===== config.mk =====
export PLATFORM = sky130hd
export DESIGN_NAME = alu_issue_stage
export DESIGN_NICKNAME = d
export VERILOG_FILES = /design/src/rtl/alu_issue_stage.sv
export SDC_FILE = /design/constraint.sdc
export NUM_CORES = 2
export LEC_CHECK = 0
export CELL_PAD_IN_SITES_DETAIL_PLACEMENT = 1
export CELL_PAD_IN_SITES_GLOBAL_PLACEMENT = 1
export CORE_ASPECT_RATIO = 0.8
export CORE_UTILIZATION = 47
export DETAILED_ROUTE_END_ITERATION = 8
export PLACE_DENSITY = 0.73
export SETUP_SLACK_MARGIN = 0.05
export SLEW_MARGIN = 20
export SYNTH_ARGS = -nofsm -noshare
export SYNTH_HDL_FRONTEND = slang
export SYNTH_SLANG_ARGS = --single-unit

===== constraint.sdc =====
create_clock -name clk -period 2.6 [get_ports clk]
set_input_delay 0.65 -clock clk [delete_from_list [all_inputs] [get_ports clk]]
set_output_delay 0.65 -clock clk [all_outputs]
set_load 0.1 [all_outputs]

===== src/rtl/alu_issue_stage.sv =====
// Operand-fetch/issue stage feeding the dual-mode ALU; writes the ALU result back to a local register file on retire.
// Latency: in_uop -> alu_* is 1 cycle; ALU result lands in the register file at the fire edge, visible on wb_* 1 cycle later.
// Backpressure: single output register; in_ready = !out_valid | out_ready, gated by flush and (without ALU_ISSUE_BYPASS_EN) by RAW hazards.
module alu_issue_stage #(
  parameter int DATA_W = 64,
  parameter int NREGS  = 16
) (
  input  logic              clk,
  input  logic              rst_n,
  input  logic              in_valid,
  output logic              in_ready,
  input  logic [31:0]       in_uop,
  input  logic              flush,
  output logic              out_valid,
  input  logic              out_ready,
  output logic [DATA_W-1:0] alu_a,
  output logic [DATA_W-1:0] alu_b,
  output logic              alu_mode,
  output logic [2:0]        alu_opa,
  output logic [2:0]        alu_opb,
  output logic [5:0]        alu_ctrl,
  input  logic [DATA_W-1:0] alu_result,
  output logic              wb_valid,
  output logic [3:0]        wb_rd,
  output logic [DATA_W-1:0] wb_data
);

  // Register indices are 4 bits; compare in 5 bits so NREGS=16 is representable.
  localparam logic [4:0] NREGS_L = 5'(NREGS);

  // Micro-op field decode.
  logic       uop_mode;
  logic [2:0] uop_opa;
  logic [2:0] uop_opb;
  logic [5:0] uop_ctrl;
  logic [3:0] uop_rd;
  logic [3:0] uop_rs1;
  logic [3:0] uop_rs2;
  logic       uop_use_imm;
  logic [5:0] uop_imm6;

  assign uop_mode    = in_uop[31];
  assign uop_opa     = in_uop[30:28];
  assign uop_opb     = in_uop[27:25];
  assign uop_ctrl    = in_uop[24:19];
  assign uop_rd      = in_uop[18:15];
  assign uop_rs1     = in_uop[14:11];
  assign uop_rs2     = in_uop[10:7];
  assign uop_use_imm = in_uop[6];
  assign uop_imm6    = in_uop[5:0];

  // State: output register, writeback observability, register file.
  logic              out_valid_q, out_valid_d;
  logic [DATA_W-1:0] alu_a_q, alu_a_d;
  logic [DATA_W-1:0] alu_b_q, alu_b_d;
  logic              alu_mode_q, alu_mode_d;
  logic [2:0]        alu_opa_q, alu_opa_d;
  logic [2:0]        alu_opb_q, alu_opb_d;
  logic [5:0]        alu_ctrl_q, alu_ctrl_d;
  logic [3:0]        out_rd_q, out_rd_d;
  logic              wb_valid_q, wb_valid_d;
  logic [3:0]        wb_rd_q, wb_rd_d;
  logic [DATA_W-1:0] wb_data_q, wb_data_d;
  logic [DATA_W-1:0] rf_q [NREGS];
  logic [DATA_W-1:0] rf_d [NREGS];

  // An index names a real, writable register: not r0 and inside the file.
  function automatic logic idx_live(input logic [3:0] idx);
    return (idx != 4'd0) && ({1'b0, idx} < NREGS_L);
  endfunction

  logic              rs1_live;
  logic              rs2_live;
  logic              dst_live;
  logic [DATA_W-1:0] rs1_rf;
  logic [DATA_W-1:0] rs2_rf;
  logic              haz_rs1;
  logic              haz_rs2;
  logic              fire;
  logic              accept;
  logic [DATA_W-1:0] opnd_a;
  logic [DATA_W-1:0] opnd_b;

  // Register-file read ports and RAW hazard detection against the held op.
  always_comb begin
    rs1_live = idx_live(uop_rs1);
    rs2_live = idx_live(uop_rs2);
    dst_live = idx_live(out_rd_q);
    rs1_rf   = rs1_live ? rf_q[uop_rs1] : '0;
    rs2_rf   = rs2_live ? rf_q[uop_rs2] : '0;
    haz_rs1  = out_valid_q && dst_live && (uop_rs1 == out_rd_q);
    haz_rs2  = out_valid_q && dst_live && !uop_use_imm && (uop_rs2 == out_rd_q);
    // flush kills the held op, so it can neither retire nor make room.
    fire     = out_valid_q && out_ready && !flush;
  end

`ifdef ALU_ISSUE_BYPASS_EN
  // Bypass build: a hazarding operand comes straight from the ALU; a hazard can
  // only be accepted together with the producer's fire, so alu_result is the value.
  always_comb begin
    in_ready = !flush && (!out_valid_q || out_ready);
    opnd_a   = haz_rs1 ? alu_result : rs1_rf;
    opnd_b   = uop_use_imm ? {{(DATA_W-6){1'b0}}, uop_imm6}
                           : (haz_rs2 ? alu_result : rs2_rf);
  end
`else
  // Stall build: hold off a dependent op until the producer has retired; it then
  // reads the freshly written register one cycle later (one bubble).
  always_comb begin
    in_ready = !flush && (!out_valid_q || out_ready) && !(haz_rs1 || haz_rs2);
    opnd_a   = rs1_rf;
    opnd_b   = uop_use_imm ? {{(DATA_W-6){1'b0}}, uop_imm6} : rs2_rf;
  end
`endif

  assign accept = in_valid && in_ready;

  // Next-state: load on accept, retire/writeback on fire, drop on flush.
  always_comb begin
    out_valid_d = out_valid_q;
    alu_a_d     = alu_a_q;
    alu_b_d     = alu_b_q;
    alu_mode_d  = alu_mode_q;
    alu_opa_d   = alu_opa_q;
    alu_opb_d   = alu_opb_q;
    alu_ctrl_d  = alu_ctrl_q;
    out_rd_d    = out_rd_q;
    wb_valid_d  = fire;
    wb_rd_d     = wb_rd_q;
    wb_data_d   = wb_data_q;
    rf_d        = rf_q;

    if (accept) begin
      // in_ready is low during flush, so accept never coincides with it.
      out_valid_d = 1'b1;
      alu_a_d     = opnd_a;
      alu_b_d     = opnd_b;
      alu_mode_d  = uop_mode;
      alu_opa_d   = uop_opa;
      alu_opb_d   = uop_opb;
      alu_ctrl_d  = uop_ctrl;
      out_rd_d    = uop_rd;
    end else if (fire || flush) begin
      out_valid_d = 1'b0;
    end

    if (fire) begin
      wb_rd_d   = out_rd_q;
      wb_data_d = alu_result;
      if (dst_live) begin
        rf_d[out_rd_q] = alu_result;
      end
    end
  end

  // Output register and writeback observability flops.
  always_ff @(posedge clk or negedge rst_n) begin
    if (!rst_n) begin
      out_valid_q <= 1'b0;
      alu_a_q     <= '0;
      alu_b_q     <= '0;
      alu_mode_q  <= 1'b0;
      alu_opa_q   <= '0;
      alu_opb_q   <= '0;
      alu_ctrl_q  <= '0;
      out_rd_q    <= '0;
      wb_valid_q  <= 1'b0;
      wb_rd_q     <= '0;
      wb_data_q   <= '0;
    end else begin
      out_valid_q <= out_valid_d;
      alu_a_q     <= alu_a_d;
      alu_b_q     <= alu_b_d;
      alu_mode_q  <= alu_mode_d;
      alu_opa_q   <= alu_opa_d;
      alu_opb_q   <= alu_opb_d;
      alu_ctrl_q  <= alu_ctrl_d;
      out_rd_q    <= out_rd_d;
      wb_valid_q  <= wb_valid_d;
      wb_rd_q     <= wb_rd_d;
      wb_data_q   <= wb_data_d;
    end
  end

  // Register file; cleared by reset so an in-flight result never survives it.
  always_ff @(posedge clk or negedge rst_n) begin
    if (!rst_n) begin
      for (int i = 0; i < NREGS; i++) begin
        rf_q[i] <= '0;
      end
    end else begin
      rf_q <= rf_d;
    end
  end

  assign out_valid = out_valid_q;
  assign alu_a     = alu_a_q;
  assign alu_b     = alu_b_q;
  assign alu_mode  = alu_mode_q;
  assign alu_opa   = alu_opa_q;
  assign alu_opb   = alu_opb_q;
  assign alu_ctrl  = alu_ctrl_q;
  assign wb_valid  = wb_valid_q;
  assign wb_rd     = wb_rd_q;
  assign wb_data   = wb_data_q;

endmodule

==> results.sh <==
export IMPL_gr_usage_all_layers=0.288
export IMPL_start_kind="input port"
export IMPL_clkSinkCount=1239
export IMPL_crit_family="buffers and inverters"
export IMPL_setup_slack_ns=-0.468
export IMPL_period_share=1.18
export IMPL_cts_setup_buffers=0
export IMPL_synthTopCellsByArea="dfrtp_1, mux4_2, mux2_2, o2bb2ai_1, buf_2"
export IMPL_hold_class="register to register"
export IMPL_antenna_found_initial=6
export IMPL_finalSetupViolations=1
export IMPL_grt_ovfl_total=0
export IMPL_ys_ff_latch=1239
export IMPL_cp_required_ns=1.95
export IMPL_fin_skew_ns=0.0288
export IMPL_clk_latency_ns=0.78
export IMPL_report_final_slew_viol_count=0
export IMPL_ys_flop_type="dfrtp_1"
export IMPL_reg2reg_slack_ns=0.26
export IMPL_cts_tree="done"
export IMPL_gp_congestion=0.813
export IMPL_path_depth=7
export IMPL_cp_slowest_stage_delay_ns=0.49
export IMPL_synth_cell_types=43
export IMPL_r2r_start="out_valid"
export IMPL_maxSlewHeadroom=0.397
export IMPL_end_kind="output port"
export IMPL_synth_cells=3817
export IMPL_grt_pass1_vias=41099
export IMPL_critPathLaunch="out_ready"
export IMPL_cts_root_buf="clkbuf_16"
export IMPL_io_pin_count=313
export IMPL_dieArea_um2=132000
export IMPL_slowest_stage="clkdlybuf4s50_1"
export IMPL_whs_path_depth=0
export IMPL_final_cell_area_um2=73100
export IMPL_synth_edf_count=0
export IMPL_outcome="complete, but fails checks"
export IMPL_timing_rr_end="alu_a[49]"
export IMPL_finalWirelength_um=184000
export IMPL_via_count=37566
export IMPL_htree_levels=4
export IMPL_grt_max_degree=95
export IMPL_hold_viol_final=0
export IMPL_cts_buffers=137
export IMPL_drcViolationCount=0
export IMPL_layout_min_cycle_time_ns=3.07
export IMPL_start_util=0.473
export IMPL_path_buf_inv=5
export IMPL_async_reset_ff_frac=1.00
export IMPL_nets=4256
export IMPL_peakVddDrop_mv=0.684
export IMPL_cts_max_path_buffers=3
export IMPL_drv_cap=0
export IMPL_fin_cells=6001
export IMPL_hpwl_um=119000
export IMPL_rows=118
export IMPL_p_leak_uw=0.0336
export IMPL_dp_cells=5755
export IMPL_drt_pre_antenna_iters=5
export IMPL_synth_top_area_cell="dfrtp_1"
export IMPL_die_y_um=325
export IMPL_syn_num_nets=3918
export IMPL_portBuffers=312
export IMPL_vias_per_cell=6.26
export IMPL_fillers=11691
export IMPL_grt_first_pass_wirelength_um=281000
export IMPL_setup_tns_ns=-0.468
export IMPL_wl_per_cell_um=30.6
export IMPL_netlist_area_um2=61200
export IMPL_tightest_slew_ns=0.905
export IMPL_ys_seq_area_frac=0.507
export IMPL_ant_nets=0
export IMPL_crit_chain="clkdlybuf4s50_1 > inv_1 > buf_4 > a21oi_2 > buf_4 > and2_4 > buf_12"
export IMPL_crit_arrival_ns=2.42
export IMPL_hold_start="rf_q[995]"
export IMPL_worstSetupPathType="input port to output port"
export IMPL_layout_drive_gt1_share=0.555
export IMPL_crit_fanout=2
export IMPL_yosysWarnings=0
export IMPL_p_per_area_nw_per_um2=839
export IMPL_cpMostUsedCell="buf_4"
export IMPL_max_freq_ghz=0.326
export IMPL_synth_top_area_frac=0.507
export IMPL_drt_initial_drc_count=2963
export IMPL_worstRegToRegCells=8
export IMPL_violations="setup timing"
export IMPL_die_x_um=405
export IMPL_placed_cell_area_um2=68400
export IMPL_hold_end="rf_q[995]"
export IMPL_coreArea_um2=129000
export IMPL_avgSynthCellArea_um2=16.0
export IMPL_path_clk_slew_ns=0.06
export IMPL_area_growth_pct=19.4
export IMPL_rsz0062_at_grt="yes"
export IMPL_final_core_util=0.565
-- cell usage in the layout, fill, tap and decap left out, drive strengths merged, types with 7 or more instances in the layout --
cell type / n
buf: 523
bufinv: 10
clkbuf: 201
clkdlybuf4s50: 92
clkinv: 23
dfrtp: 1239
inv: 137
mux2: 977
mux2i: 16
mux4: 629
nand2: 216
nand3: 7
nor3: 7
o221ai: 13
o2bb2ai: 122
-- synthesized netlist by cell type, types with 6 or more instances --
cell type	n
dfrtp_1	1239
mux2_2	967
mux4_2	629
nand2_1	210
clkbuf_1	207
buf_2	167
inv_1	128
o2bb2ai_1	122
buf_1	20
mux2i_1	16
buf_6	15
o221ai_1	13
mux2_1	10
buf_4	8
nand2_2	6
-- area by class of cell --
| cell class | count | area [um^2] | share of cell area |
|---|---|---|---|
| timing repair buffer | 616 | 6870 | 0.0941 |
| clock inverter | 43 | 526 | 0.00719 |
| tap | 1740 | 2180 | 0.0298 |
| antenna | 1 | 2.50 | 0.0000343 |
| inverter | 130 | 495 | 0.00678 |
| multi-input combinational | 2031 | 27900 | 0.382 |
| sequential | 1239 | 31000 | 0.424 |
| clock buffer | 201 | 4070 | 0.0556 |
-- where the power goes --
part | leakage [uW] | switching [uW] | internal [uW]
Combinational | 0.0145 | 8870 | 6950
Clock | 0.00227 | 8190 | 11800
Sequential | 0.0168 | 2670 | 22800
Total | 0.0336 | 19700 | 41600
-- metal layers --
metal	GRT usage	up-vias	routed length, um
li1	-	15239	-
met1	0.419	20838	80600
met2	0.445	1209	87900
met3	0.0553	274	10900
met4	0.0785	6	4310
met5	0	-	40
-- worst max path at each step --
| stage | end | slack [ns] |
|---|---|---|
| after floorplan | in_ready | 0.12 |
| after global placement | alu_mode | -0.84 |
| after detailed placement | alu_opa[1] | -0.84 |
| after CTS | in_ready | -0.48 |
| after global routing | in_ready | -0.50 |
| final | in_ready | -0.47 |
-- cell families (layout without fill, tap and decap cells) --
group	count (synthesis)	in the layout	synth area share
flip-flops	1239	1239	0.507
multiplexers	1622	1622	0.414
buffers and inverters	547	990	0.0393
other	0	1	0
AO/OA/AOI/OAI	145	145	0.0206
XOR/XNOR	8	8	0.00115
AND/OR/NAND/NOR	256	256	0.0181
-- through the flow --
stage	worst slack (ns)	hold slack [ns]	total power, uW
final	-0.468	0.395	61300
after global routing	-0.498	0.406	63700
after CTS	-0.478	0.398	61800
after detailed placement	-0.842	0.383	41500
after global placement	-0.835	0.377	40800
after floorplan	0.124	0.354	36500
-- registers in the layout, summed over array words and instances, names as in the netlist --
name and cells:
alu_b 64, wb_rd 4, rf_q 1024, alu_opb 3, out_rd_q 4, wb_data 64, alu_ctrl 6, wb_valid 1
alu_mode 1, alu_opa 3, out_valid 1, alu_a 64
-- timing repair --
| item | CTS | global route |
|---|---|---|
| resized for setup | 6 | 3 |
| endpoints found under the setup margin | 19 | 1 |
| pin swaps | 1 | 0 |
| hold buffers | 1 | 0 |
| endpoints found under the hold margin | 49 | 0 |
-- worst reg2reg max path: stages, from the launching register on --
cell	delay (ns)
dfrtp_2	0.42
a21oi_2	0.46
buf_4	0.23
and2_1	0.17
buf_12	0.11
buf_4	0.17
nand2_4	0.10
buf_12	0.17
o2bb2ai_1	0.37
(Power assumes the default switching activity.)
